===== config.mk =====
export PLATFORM = sky130hd
export DESIGN_NAME = vbus_arbiter
export DESIGN_NICKNAME = d
export VERILOG_FILES = /design/src/rtl/vbus_arbiter_pkg.sv /design/src/rtl/vbus_arbiter.sv
export SDC_FILE = /design/constraint.sdc
export NUM_CORES = 1
export LEC_CHECK = 0
export BUFFER_PORTS_ARGS = -buffer_cell sky130_fd_sc_hd__buf_2
export CAP_MARGIN = 20
export CORE_MARGIN = 4
export CORE_UTILIZATION = 25
export CTS_CLUSTER_DIAMETER = 40
export DETAILED_ROUTE_END_ITERATION = 16
export GPL_TIMING_DRIVEN = 0
export SYNTH_ARGS = -nofsm -noshare
export SYNTH_HDL_FRONTEND = slang
export SYNTH_SLANG_ARGS = --single-unit

===== constraint.sdc =====
create_clock -name i_clk -period 4.3 [get_ports i_clk]
set_clock_uncertainty 0.05 [all_clocks]
set_input_delay 0.43 -clock i_clk [delete_from_list [all_inputs] [get_ports i_clk]]
set_output_delay 0.43 -clock i_clk [all_outputs]
set_load 0.1 [all_outputs]

===== src/rtl/vbus_arbiter_pkg.sv =====
// rtl/vbus_arbiter_pkg.sv - shared VRAM bus arbitration types, owner codes and parameter defaults
package vbus_arbiter_pkg;

    typedef enum logic [2:0] {
        ST_IDLE = 3'd0,
        ST_TURN = 3'd1,
        ST_VGA  = 3'd2,
        ST_DMA  = 3'd3,
        ST_CPU  = 3'd4
    } state_e;

    typedef enum logic [1:0] {
        OWN_NONE = 2'd0,
        OWN_VGA  = 2'd1,
        OWN_DMA  = 2'd2,
        OWN_CPU  = 2'd3
    } owner_e;

    localparam int unsigned MAX_BURST_DEF   = 16;
    localparam int unsigned CPU_SLOT_DEF    = 2;
    localparam int unsigned TURN_CYCLES_DEF = 1;

    function automatic int unsigned max3(input int unsigned a, input int unsigned b,
                                         input int unsigned c);
        int unsigned m;
        m = (a > b) ? a : b;
        return (m > c) ? m : c;
    endfunction

endpackage


===== src/rtl/vbus_arbiter.sv =====
// rtl/vbus_arbiter.sv - VRAM bus arbiter between VGA scanout, VGA DMA and CPU with turnaround gaps
module vbus_arbiter
    import vbus_arbiter_pkg::*;
#(
    parameter int unsigned MaxBurst   = MAX_BURST_DEF,
    parameter int unsigned CpuSlot    = CPU_SLOT_DEF,
    parameter int unsigned TurnCycles = TURN_CYCLES_DEF
) (
    input  logic       i_clk,
    input  logic       i_rst_b,
    input  logic       i_vga_req_b,
    input  logic       i_dma_req,
    input  logic       i_cpu_req_b,
    output logic       o_vga_grant_b,
    output logic       o_free_vbus_b,
    output logic       o_cpu_grant_b,
    output logic       o_cpu_ack_b,
    output logic [1:0] o_owner
);

    localparam int unsigned CntMax = max3(MaxBurst, CpuSlot, TurnCycles);
    localparam int unsigned CntW   = $clog2(CntMax + 1);

    typedef logic [CntW-1:0] cnt_t;

    // Loads are one less than the length so the final cycle of a phase sees zero
    localparam cnt_t TurnLoad  = cnt_t'(TurnCycles - 1);
    localparam cnt_t CpuLoad   = cnt_t'(CpuSlot - 1);
    localparam cnt_t BurstLoad = cnt_t'(MaxBurst - 1);

    state_e state_q, state_d;
    cnt_t   cnt_q, cnt_d;
    logic   vga_req, dma_req, cpu_req, cnt_zero;

    logic   vga_grant_b_q, free_vbus_q, cpu_grant_b_q, cpu_ack_b_q;
    owner_e owner_q, owner_d;

    assign vga_req  = ~i_vga_req_b;
    assign dma_req  = i_dma_req;
    assign cpu_req  = ~i_cpu_req_b;
    assign cnt_zero = (cnt_q == '0);

    always_ff @(posedge i_clk or negedge i_rst_b) begin
        if (!i_rst_b) begin
            state_q <= ST_IDLE;
            cnt_q   <= '0;
        end else begin
            state_q <= state_d;
            cnt_q   <= cnt_d;
        end
    end

    always_comb begin
        state_d = state_q;
        cnt_d   = cnt_q;
        case (state_q)
            ST_IDLE: begin
                if (vga_req || dma_req || cpu_req) begin
                    state_d = ST_TURN;
                    cnt_d   = TurnLoad;
                end
            end
            ST_TURN: begin
                if (cnt_zero) begin
                    if (vga_req) begin
                        state_d = ST_VGA;
                        cnt_d   = '0;
                    end else if (cpu_req) begin
                        state_d = ST_CPU;
                        cnt_d   = CpuLoad;
                    end else if (dma_req) begin
                        state_d = ST_DMA;
                        cnt_d   = BurstLoad;
                    end else begin
                        state_d = ST_IDLE;
                        cnt_d   = '0;
                    end
                end else begin
                    cnt_d = cnt_q - 1'b1;
                end
            end
            ST_VGA: begin
                if (!vga_req) begin
                    state_d = ST_TURN;
                    cnt_d   = TurnLoad;
                end
            end
            ST_DMA: begin
                // Counter saturates at zero: the burst only ends early once a CPU request shows up
                if (vga_req || !dma_req || (cpu_req && cnt_zero)) begin
                    state_d = ST_TURN;
                    cnt_d   = TurnLoad;
                end else if (!cnt_zero) begin
                    cnt_d = cnt_q - 1'b1;
                end
            end
            ST_CPU: begin
                if (vga_req || cnt_zero) begin
                    state_d = ST_TURN;
                    cnt_d   = TurnLoad;
                end else begin
                    cnt_d = cnt_q - 1'b1;
                end
            end
            default: begin
                state_d = ST_IDLE;
                cnt_d   = '0;
            end
        endcase
    end

    always_comb begin
        owner_d = OWN_NONE;
        case (state_d)
            ST_VGA:  owner_d = OWN_VGA;
            ST_DMA:  owner_d = OWN_DMA;
            ST_CPU:  owner_d = OWN_CPU;
            default: owner_d = OWN_NONE;
        endcase
    end

    // Outputs are flopped from the next state so they align with the state they describe
    always_ff @(posedge i_clk or negedge i_rst_b) begin
        if (!i_rst_b) begin
            vga_grant_b_q <= 1'b1;
            free_vbus_q   <= 1'b0;
            cpu_grant_b_q <= 1'b1;
            cpu_ack_b_q   <= 1'b1;
            owner_q       <= OWN_NONE;
        end else begin
            vga_grant_b_q <= (state_d != ST_VGA);
            free_vbus_q   <= (state_d == ST_DMA);
            cpu_grant_b_q <= (state_d != ST_CPU);
            cpu_ack_b_q   <= !((state_d == ST_CPU) && (cnt_d == '0));
            owner_q       <= owner_d;
        end
    end

    assign o_vga_grant_b = vga_grant_b_q;
    assign o_free_vbus_b = free_vbus_q;
    assign o_cpu_grant_b = cpu_grant_b_q;
    assign o_cpu_ack_b   = cpu_ack_b_q;
    assign o_owner       = owner_q;

endmodule


After elaboration in Yosys (flattened, before gate mapping)

Cells that the tools add are included.

Output and inout bits: 6
Logic and storage cells: 51
Memories kept: 0
Latch bits: 0
Bits in registers: 14
Memory bits (writable): 0
ROM bits: 0

Bitwise gates (word level): 2
Multiplexer cells: 20
Multiply operators: 0
Magnitude comparators: 0
Eq/ne operators: 9
Div/mod/pow operators: 0
Shift operators: 0
Reduce and logical (&&, ||, !) cells: 12
$add $sub $neg: 1

Operator list:

| operator            | number |
|---|---|
| $mux 5              | 6 |
| $pmux 5 s5          | 1 |
| $mux 3              | 7 |
| $pmux 3 s5          | 1 |
| $eq 3x2->1 const B  | 4 |
| $mux 4              | 3 |
| $logic_not 5->1     | 2 |
| $eq 3x3->1 const B  | 2 |
| $pmux 2 s3          | 1 |
| $logic_or 1x1->1    | 5 |
| $sub 5x1->5 const B | 1 |
| $eq 3x1->1 const B  | 1 |
| $logic_not 3->1     | 1 |
| $ne 3x2->1 const B  | 1 |
| $ne 3x3->1 const B  | 1 |
| $logic_and 1x1->1   | 2 |
| $logic_not 1->1     | 2 |
| $mux 2              | 1 |
| $not 1->1           | 2 |

Logic depth before layout (Yosys ltp)

Word-level depth: 8
Mapped depth: 8
Mapped depth without buffers: 7

Least setup slack after synthesis

Ideal clock, no wire load.

Kind: register to register
Start point: register cnt_q[0]
End point: register cpu_ack_b_q, in the netlist o_cpu_ack_b
Arrival time: 2.098 ns
Slack: 2.092 ns
Period minus slack after synthesis: 2.208 ns
Setup time: 0.060 ns
Data required time: 4.190 ns
Cell stages (with the launch flop): 9
Path through: dfrtp_1 inv_1 ha_1 or4b_1 buf_2 or4_1 a21o_1 o2111ai_1 or4_1

Cells in the longest elaborated chain, start to end: 8
Elaborated cells between the ends (all ways): 20

RTL lines:

| item                                                | line                | text |
|---|---|---|
| from (decl)                                         | vbus_arbiter.sv:32  | `cnt_t cnt_q, cnt_d;` |
| from (signal assigned)                              | vbus_arbiter.sv:49  | `cnt_q <= cnt_d;` |
| branches (longest 6 deep; another with $sub 5x1->5) | -                   |  |
| $logic_and 1x1->1 (*)                               | vbus_arbiter.sv:134 | `cpu_ack_b_q <= !((state_d == ST_CPU) && (cnt_d == '0));` |
| $logic_not 1->1 (*)                                 | vbus_arbiter.sv:134 |  |
| to (signal assigned)                                | vbus_arbiter.sv:134 |  |
| to (decl)                                           | vbus_arbiter.sv:35  | `logic vga_grant_b_q, free_vbus_q, cpu_grant_b_q, cpu_ack_b_q;` |

Every way passes the cells marked *.

Worst setup path after layout

Ends and elaborated chain as after synthesis.

==> run summary <==
Average vias per placed instance - 5.01
Pin slew with the least headroom to its limit - 0.711 ns
XOR/XNOR Fraction of Synth Area - 1.05%
Maximum count of clock buffers along a single path - 2
Required arrival time at the worst endpoint - 4.47 ns
Global routing usage summed across all routing layers - 9.72%
Final-layout setup total negative slack - 0 ns
Data arrival at the endpoint of the critical path - 2.62 ns
Number of filler cells placed in the layout - 330
Number of flip-flops and latches in the synthesized netlist - 14
Placed wire-length estimate - 1.47 mm
Cts hold-fix bufs - 1
Number of max-cap violations - 0
Worst reg2reg setup slack - 1.85 ns
Cell area after synthesis - 837 µm²
H-Tree Depth - 1
Reg2Reg Capture Point - o_cpu_ack_b
Asr flop ratio synth - 100%
Final hold slack - 0.519 ns
End-of-flow core utilization - 31.1%
Total Power Consumption - 0.000764 W
Via Count - 751
Static leakage - 0.428 nW
Number of antenna-violating nets in the routed design - 0
Depth of the most critical reg-to-reg path - 8
Compound-gate portion of the synthesized area - 24.5%
Cts bufs inserted - 3
Remaining max-slew budget at the tightest pin - 52.1%
Number of antenna violations at the first check in global routing - 0
Iteration-0 DRC count of the detailed router - 39
Launch point of the worst reg-to-reg path - cnt_q[0]
Post-CTS clock slew at the launch and capture registers of the worst setup and hold paths - 0.08 ns
Initial standard-cell utilization of the core - 26.8%
Library cells used by synthesis - 39
Number of detailed-route iterations in the first pass - 4
Highest attainable clock frequency - 408 MHz
Post-Syn Nets - 98
Post-cts resize count - 0
Nets@finish - 113
Clock Sinks - 14
Top flip-flop cell by instance count after synthesis - dfrtp_1
Die span in y - 65.9 µm
Pre-CTS WS - 1.89 ns
Dominant combinational cell family by area after synthesis - compound AO/OA/AOI/OAI gates
Fin crit share - 57.0%
Number of I/O pins - 11
Signed area change from the synthesized netlist to the final layout - 16.3%
Aggregate routed wire length - 1.95 mm
Synthesized area divided by synthesized cell count - 9.10 µm²
Worst Setup Path Type - reg -> reg
Final worst slack - 1.85 ns
Minimum clock period after layout - 2.45 ns
Total global routing overflow - 0
Post-synthesis cell type with the largest combined area - dfrtp_1
Die Footprint - 0.00434 mm²
Synthesized netlist cell count - 92
Maximum number of pins on one net before global-route repair - 15
Post-synth EDFFs - 0
Post-synthesis adder-cell area fraction - 1.49%
Largest vdd supply drop - 267 µV
Setup repair after global routing missed its margin - false
TritonCTS clock tree - built
Horizontal die dimension - 65.9 µm
Number of warnings printed during yosys synthesis - 0
Mux share of post-synthesis cell area - 0%
Outcome - finished, final reports clean
Final number of max-transition violations - 0
Launching element type of the critical path - flip-flop
Kind of end point of the critical path - flip-flop
Master cell of the clock root buffer - clkbuf_4
Crit path max fanout - 8
Post-CTS Setup Inserts - 0
Routability cong. - 0.867
Final routed DRC violation total - 0
Count of port buffers added during placement - 9
Number of diodes added for antenna fixing - 0
Area of the core - 0.00313 mm²
Rows - 20
Fraction of final layout cells sized beyond drive strength 1 - 16.0%
Fraction of post-synthesis cell area in the top cell type by area - 32.9%
Share of synthesized cell area in and, or, nand and nor gates - 24.2%
Wire length of the first global-routing pass - 3.28 mm
Clock Latency Late Sink - 0.27 ns
Wire length per cell after detailed routing - 13.0 µm
Area contributors post-synth - dfrtp_1 33%, dfstp_2 9.4%, a21oi_1 3.6%, inv_1 3.1%, a211oi_1 2.7%
Worst min-delay path category - in -> async
Post-synthesis sequential area ratio - 42.3%
Power Density - 785 mW/mm²
Final Hold Violating Endpoints - 0
Number of global-route vias before repair - 715
Count of endpoints failing setup in the final report - 0
kinds of logic after synthesis:
kind of cell | count (synthesis)
fa+ha+maj | 1
xor+xnor | 1
compound gates | 29
flops | 14
buf+inv | 12
simple gates | 35
stage by stage:
step,cells,cell area [µm²]
5_1_grt,150,973
2_1_floorplan,92,837
3_5_place_dp,145,937
3_3_place_gp,145,937
6_report,150,973
4_1_cts,150,973
synthesized netlist by cell type, types with 2 or more instances:
| cell type | instances |
|---|---|
| nor3_1 | 3 |
| inv_1 | 7 |
| a21oi_1 | 6 |
| dfrtp_1 | 11 |
| and2_1 | 2 |
| o21a_1 | 2 |
| nor2_1 | 6 |
| a211oi_1 | 3 |
| or4_1 | 2 |
| o221ai_1 | 2 |
| dfstp_2 | 3 |
| o21ai_0 | 4 |
| o2bb2ai_1 | 2 |
| nand2b_1 | 3 |
| nand2_1 | 5 |
| nand3_1 | 3 |
| or3_1 | 2 |
| clkbuf_1 | 3 |
| nand3b_1 | 2 |
| a21o_1 | 2 |
layer usage:
metal	vias up	part of all wire (%)	global-route usage, %
met1	348	45	12.5
met5	-	0	0
li1	368	-	-
met4	0	0.41	2.33
met2	33	48	15.4
met3	2	7.2	3.57
layout make-up:
cell class                      instances  area, µm²  area share, %
Timing Repair Buffer                   10       55.1           5.66
Inverter                                7       26.3           2.70
Sequential cell                        14        354           36.4
Tap cell                               44       55.1           5.66
Clock buffer                            4       26.3           2.70
Buffer                                  5       27.5           2.83
Multi-Input combinational cell         66        429           44.1
placed cells by master (no fill, tap or decap), types with 2 or more instances in the layout:
cell / synthesis / layout
a211oi_1: 3 / 3
a21o_1: 2 / 2
a21oi_1: 6 / 6
and2_1: 2 / 2
buf_2: 1 / 10
clkbuf_1: 3 / 4
clkbuf_4: 0 / 3
dfrtp_1: 11 / 11
dfstp_2: 3 / 3
inv_1: 7 / 7
nand2_1: 5 / 5
nand2b_1: 3 / 3
nand3_1: 3 / 3
nand3b_1: 2 / 2
nor2_1: 6 / 6
nor3_1: 3 / 3
o21a_1: 2 / 2
o21ai_0: 4 / 4
o221ai_1: 2 / 2
o2bb2ai_1: 2 / 2
or3_1: 2 / 2
or4_1: 2 / 2
registers in the layout, summed over array words and instances, names as in the netlist:
signal,cells
cnt_q,5
state_q,3
o_owner,2
o_cpu_ack_b,1
o_cpu_grant_b,1
o_free_vbus_b,1
o_vga_grant_b,1
worst max-delay path: stages, from the launching register on:
cell	delay [ns]
dfrtp_1	0.45
inv_1	0.08
ha_1	0.21
or4b_1	0.45
buf_2	0.18
or4_1	0.52
a21o_1	0.21
o2111ai_1	0.09
or4_1	0.14
worst max path at each step:
| stage | from | end | slack (ns) | cells after the start |
|---|---|---|---|---|
| final | cnt_q[0] | o_cpu_ack_b | 1.85 | 8 |
| after detailed placement | cnt_q[0] | o_cpu_ack_b | 1.89 | 8 |
| after global placement | cnt_q[0] | o_cpu_ack_b | 1.88 | 7 |
| after global routing | cnt_q[0] | o_owner[1] | 1.66 | 8 |
| after floorplan | cnt_q[0] | o_cpu_ack_b | 2.09 | 8 |
| after CTS | cnt_q[0] | o_cpu_ack_b | 1.85 | 8 |
power by group:
| part | switching, W | total, W | internal (W) |
|---|---|---|---|
| Clock | 0.0000387 | 0.0000747 | 0.0000360 |
| Sequential | 0.0000443 | 0.000223 | 0.000179 |
| Combinational | 0.000308 | 0.000467 | 0.000158 |
(Power assumes the default switching activity.)
